$ cat src/rtl/hazard_forward_unit.sv
// Tracks in-flight destination tags and produces the ALU forwarding selects, the load-use stall and the EX bubble.
// The selects are registered one clock after decode. stallIF and bubbleEX are combinational from the current state.
// memReady low freezes all tag state, the selects and the advance; stallIF is held high and stall cycles are counted.
module hazard_forward_unit #(
   parameter int REG_BITS = 4,
   parameter int CNT_BITS = 16
) (
   input  logic                clk,
   input  logic                rst_n,
   input  logic                idValid,
   input  logic [REG_BITS-1:0] idRs1,
   input  logic [REG_BITS-1:0] idRs2,
   input  logic [REG_BITS-1:0] idRd,
   input  logic                idRegWrite,
   input  logic                idMemRead,
   input  logic                memReady,
   input  logic                branchTaken,
   output logic [1:0]          Fa,
   output logic [1:0]          Fb,
   output logic                stallIF,
   output logic                bubbleEX,
   output logic [CNT_BITS-1:0] stallCount
);

   typedef struct packed {
      logic                valid;
      logic [REG_BITS-1:0] rd;
      logic                regWrite;
      logic                memRead;
   } entry_t;

   localparam logic [1:0] SEL_RF  = 2'b00;
   localparam logic [1:0] SEL_MEM = 2'b10;
   localparam logic [1:0] SEL_WB  = 2'b11;

   // EX keeps the full entry because loadUse needs memRead. The MEM entry is
   // only ever a forwarding source, so its memRead bit is not kept, and the
   // entry leaving MEM is never consulted again, so no WB tag is stored.
   entry_t              r_ex;
   logic                r_memValid;
   logic [REG_BITS-1:0] r_memRd;
   logic                r_memRegWrite;
   logic [1:0]          r_fa;
   logic [1:0]          r_fb;
   logic [CNT_BITS-1:0] r_stallCount;

   logic                w_adv;
   logic                w_loadUse;
   logic                w_bubble;
   entry_t              w_newEx;
   logic                w_exProd;
   logic                w_memProd;
   logic [1:0]          w_faNext;
   logic [1:0]          w_fbNext;

   assign w_adv = memReady;

   // Hazard detection, next EX entry and next forwarding selects.
   always_comb begin
      w_exProd  = r_ex.valid & r_ex.regWrite & (r_ex.rd != '0);
      w_memProd = r_memValid & r_memRegWrite & (r_memRd != '0);

      w_loadUse = idValid & w_exProd & r_ex.memRead &
                  ((r_ex.rd == idRs1) | (r_ex.rd == idRs2));
      w_bubble  = branchTaken | w_loadUse;

      w_newEx          = '0;
      if (!w_bubble) begin
         w_newEx.valid    = idValid;
         w_newEx.rd       = idRd;
         w_newEx.regWrite = idRegWrite & idValid;
         w_newEx.memRead  = idMemRead & idValid;
      end

      // The younger producer (currently in EX, about to be in MEM) wins.
      w_faNext = SEL_RF;
      w_fbNext = SEL_RF;
      if (!w_bubble) begin
         if (w_exProd && (r_ex.rd == idRs1))       w_faNext = SEL_MEM;
         else if (w_memProd && (r_memRd == idRs1)) w_faNext = SEL_WB;
         if (w_exProd && (r_ex.rd == idRs2))       w_fbNext = SEL_MEM;
         else if (w_memProd && (r_memRd == idRs2)) w_fbNext = SEL_WB;
      end
   end

   // Stage shift and select registers move only when memory is ready.
   always_ff @(posedge clk or negedge rst_n) begin
      if (!rst_n) begin
         r_ex          <= '0;
         r_memValid    <= 1'b0;
         r_memRd       <= '0;
         r_memRegWrite <= 1'b0;
         r_fa          <= SEL_RF;
         r_fb          <= SEL_RF;
      end else if (w_adv) begin
         r_ex          <= w_newEx;
         r_memValid    <= r_ex.valid;
         r_memRd       <= r_ex.rd;
         r_memRegWrite <= r_ex.regWrite;
         r_fa          <= w_faNext;
         r_fb          <= w_fbNext;
      end
   end

   // Saturating count of cycles in which fetch is held, including freezes.
   always_ff @(posedge clk or negedge rst_n) begin
      if (!rst_n) begin
         r_stallCount <= '0;
      end else if (stallIF && (r_stallCount != '1)) begin
         r_stallCount <= r_stallCount + 1'b1;
      end
   end

   assign stallIF    = ~memReady | (w_loadUse & ~branchTaken);
   assign bubbleEX   = memReady & w_bubble;
   assign Fa         = r_fa;
   assign Fb         = r_fb;
   assign stallCount = r_stallCount;

endmodule

$ cat config.mk
export PLATFORM = sky130hd
export DESIGN_NAME = hazard_forward_unit
export DESIGN_NICKNAME = d
export VERILOG_FILES = /design/src/rtl/hazard_forward_unit.sv
export SDC_FILE = /design/constraint.sdc
export NUM_CORES = 1
export LEC_CHECK = 0
export ABC_CLOCK_PERIOD_IN_PS = 4200
export CAP_MARGIN = 20
export CELL_PAD_IN_SITES_DETAIL_PLACEMENT = 1
export CELL_PAD_IN_SITES_GLOBAL_PLACEMENT = 1
export CORE_MARGIN = 3
export CORE_UTILIZATION = 43
export DETAILED_ROUTE_END_ITERATION = 10
export PLACE_DENSITY = 0.87
export SLEW_MARGIN = 10
export SYNTH_ARGS = -nofsm -noshare
export SYNTH_HDL_FRONTEND = slang
export SYNTH_SLANG_ARGS = --single-unit
$ cat constraint.sdc
create_clock -name clk -period 4.2 [get_ports clk]
set_input_delay 0.84 -clock clk [delete_from_list [all_inputs] [get_ports clk]]
set_output_delay 0.84 -clock clk [all_outputs]
set_load 0.1 [all_outputs]
==> results.txt <==
----------------------------------------------------
[Logic synthesis]
  Mean instance size in the synthesized netlist ... about 12 µm²
  Yosys top cell area share ... 0.432
  Seq/Total Area, Yosys ... 0.432
  Post-synthesis instance total ... approximately 170
  Cell type with the largest total area after synthesis ... sky130_fd_sc_hd__dfrtp_1
  Post-Synthesis Cell Area ... approximately 0.0019 mm²
  Synth Register Bits ... 33
  Largest cells by area after synthesis ... sky130_fd_sc_hd__dfrtp_1, sky130_fd_sc_hd__xor2_1, sky130_fd_sc_hd__a2111oi_2
  Post-Synthesis Net Count ... approximately 190
  Number of different library cells in the post-synthesis netlist ... between 40 and 50
  Yosys warnings ... 0

[Place]
  # port buffers ... 40
  Final weighted congestion of routability-driven global placement ... a little over 0.9
  Area after DPL ... between 0.002 and 0.0025 mm²
  Placement Setup Slack ... 0.673 ns
  Final HPWL from detailed placement ... around 4000 µm

[Layout]
  Number of nets in the finished design ... 230
  Diode insertion count for antenna repair ... 0
  Fraction of layout cells with a size suffix above 1 ... 0.166
  Fill cells ... approximately 450
  Seq. cell area ... 826 µm²
  Final non-filler cell area ... 0.00247 mm²
  Area of combinational cells with multiple inputs ... between 0.001 and 0.0015 mm²
  Signed area change from the synthesized netlist to the final layout ... 29.3%
  Final core area utilization ... 0.597

[Timing]
  Unrepaired setup endpoints after global routing ... no
  Fmax ... about 0.28 GHz
  Final hold vios ... 0
  Worst clock skew ... 0.00761 ns
  Fin worst setup slack ... around 0.66 ns
  Period utilization ... 0.842
  Slew margin rel. ... 0.332
  Slew at the pin with the worst max-slew slack ... 0.998 ns
  Final hold slack ... between 0.5 and 0.6 ns
  Final min period ... approximately 3.5 ns
  Fin Setup TNS ... 0 ns
  Max-slew violation total from the final report ... 0
  Count of endpoints failing setup in the final report ... 0

[Floorplan]
  Count of standard-cell rows ... 23
  Core Region ... approximately 0.0041 mm²
  Die X ... 72.7 µm
  Effective utilization at floorplan ... 0.462
  Vertical extent of the die ... slightly above 70 µm
  Die area ... 0.00529 mm²
  Ports placed on the boundary ... 41

[Detailed routing]
  Number of iterations in the first detailed-routing pass ... 4
  Detailed-route DRC error count ... 0
  1st-iter DRT viols ... approximately 130
  Vias after detailed routing ... approximately 1500
  Vias per std cell ... around 5.8
  Detailed Route WL ... just over 5000 µm
  Average wire per standard cell ... 19.3 µm
  Number of nets with antenna violations after detailed routing ... 0

[Setup path]
  Worst path arrival time ... between 2 and 3 ns
  Slowest cell on the critical path ... sky130_fd_sc_hd__o21ai_4
  Startpoint kind of the worst setup timing path ... input pin
  Data required time at the worst endpoint ... between 3 and 4 ns
  Kind of critical path ... input pin to primary output
  Setup slack of the most critical reg-to-reg path ... 1.92 ns
  CP peak stage delay ... 0.53 ns
  Worst-path fanout max ... 16
  Category of cells accounting for the largest share of critical-path delay ... buffers and inverters
  Worst path buffer plus inverter count ... 2
  Endpoint class of the critical path ... primary output
  Cells traversed along the worst timing path ... clkdlybuf4s50_1 -> xor2_1 -> nor4_4 -> o21ai_4 -> nand2_1 -> buf_12

[Global route]
  Grt total ovfl ... 0
  Number of antenna violations at the first check in global routing ... 0
  Number of global-route vias before repair ... around 1700
  Maximum number of pins on one net before global-route repair ... 34
  Wire length of the first global-routing pass ... around 8600 µm
  Aggregate global-route resource usage ... 0.214

[Clock tree]
  Register clock-pin slew on the reported worst setup and hold paths ... 0.07 ns
  Setup Buffers After CTS ... 0
  Buffer levels on the longest clock path ... 2
  Max H-tree Level ... 2
  Root cell of the clock tree ... sky130_fd_sc_hd__clkbuf_8
  TritonCTS Buffers ... 5
  Post-CTS Hold Buffers ... 0
  Number of clock sinks ... 33
  Skew-Pair Late Insertion Delay ... roughly 0.29 ns
  Number of gates resized after CTS ... 0
  TritonCTS clock tree ... done

[Power]
  Leakage power total ... 1.02 nW
  Maximum ir drop on the vdd rail ... between 0.0003 and 0.0004 V
  Power density over the cells ... a little under 600 mW/mm²

[Run]
  # Max-Cap Violations ... 0

[Min path]
  Hold Path Class ... flip-flop to flip-flop

[Status]
  Status ... finished clean

----------------------------------------------------
## metrics by stage
stage	power (W)	instances
after floorplan	0.00102	166
after global placement	0.00121	253
after detailed placement	0.00124	253
after CTS	0.00148	261
after global routing	0.00154	261
final	0.00147	261
## cell usage in the layout (no fill, tap or decap), types with 2 or more instances in the layout
cell	netlist	routed
sky130_fd_sc_hd__a31o_1	5	5
sky130_fd_sc_hd__nor2_1	5	5
sky130_fd_sc_hd__nor2_2	2	2
sky130_fd_sc_hd__nand4_1	2	2
sky130_fd_sc_hd__xnor2_1	3	3
sky130_fd_sc_hd__inv_1	4	4
sky130_fd_sc_hd__nor4_1	3	3
sky130_fd_sc_hd__clkbuf_8	0	5
sky130_fd_sc_hd__nand2_1	11	11
sky130_fd_sc_hd__clkdlybuf4s50_1	0	38
sky130_fd_sc_hd__xor2_1	25	25
sky130_fd_sc_hd__clkinv_2	0	2
sky130_fd_sc_hd__a211oi_1	6	6
sky130_fd_sc_hd__a2111oi_4	2	2
sky130_fd_sc_hd__buf_12	0	2
sky130_fd_sc_hd__and3_1	2	2
sky130_fd_sc_hd__dfrtp_1	33	33
sky130_fd_sc_hd__mux2_1	3	3
sky130_fd_sc_hd__buf_4	0	3
sky130_fd_sc_hd__a41o_1	3	3
sky130_fd_sc_hd__nand3_1	10	10
sky130_fd_sc_hd__mux2_2	6	6
sky130_fd_sc_hd__nor2b_1	8	8
sky130_fd_sc_hd__and4_1	2	2
sky130_fd_sc_hd__a2111oi_2	6	6
sky130_fd_sc_hd__nor4_4	2	2
## state kept, by name, summed over array words and instances (netlist names)
signal	cells
r_memRegWrite	1
Fb	2
Fa	2
stallCount	16
r_ex	7
r_memValid	1
r_memRd	4
## final timing paths
kind                       startpoint             end  cells after the start
min reg2reg                     Fa[1]           Fa[1]                      1
max reg2reg                   r_ex[5]  stallCount[15]                      5
max                          idRs2[0]         stallIF                      6
min                             Fa[1]           Fa[1]                      1
min in group asynchronous       rst_n           Fb[0]                      2
max in group asynchronous       rst_n  stallCount[13]                      2
## routing by layer
layer	GRT usage	up-vias	part of all wire
met5	0	-	0
met4	0.0574	0	0.010
met3	0.0551	6	0.037
met2	0.357	32	0.53
met1	0.276	762	0.42
li1	-	702	-
## report_power, final
part / switching [W] / leakage (nW) / internal [W]
clock: 0.000122 / 0.0439 / 0.000114
sequential: 0.000104 / 0.415 / 0.000382
combinational: 0.000559 / 0.562 / 0.000185
total: 0.000785 / 1.02 / 0.000681
## final cells by class
type | count | area share
clock buffer | 5 | 0.0278
clock inverter | 3 | 0.00708
inverter | 4 | 0.00607
multi-input combinational | 123 | 0.421
sequential | 33 | 0.334
tap | 50 | 0.0253
timing repair buffer | 43 | 0.179
## synth_stat cells (all sizes together)
cell type  instances
a22o               1
o21ai              1
nor3b              1
a2111oi            9
a31o               5
o21a               1
and4               2
a41o               3
mux2i              1
a21oi              1
dfrtp             33
nor2               7
xor2              25
and3               2
nand2             11
clkbuf             3
buf                3
or3                1
a21o               1
nand2b             1
o41ai              1
xnor2              3
ha                 1
o211ai             1
nor3               2
nand4              3
inv                4
a211oi             6
nor4               5
o31a               1
mux2               9
nor2b              8
nand3             10
## cells by family (layout without fill, tap and decap cells)
logic type | Yosys count | count (layout) | synth area share
AOI/OAI and AO/OA | 31 | 31 | 0.182
xor gates and xnor gates | 28 | 28 | 0.128
adders and majority gates | 1 | 1 | 0.00654
buffers and inverters | 10 | 55 | 0.0242
DFF | 33 | 33 | 0.432
muxes | 10 | 10 | 0.0582
and+or+nand+nor | 53 | 53 | 0.169
No activity file was read; power rests on OpenSTA's default activity.
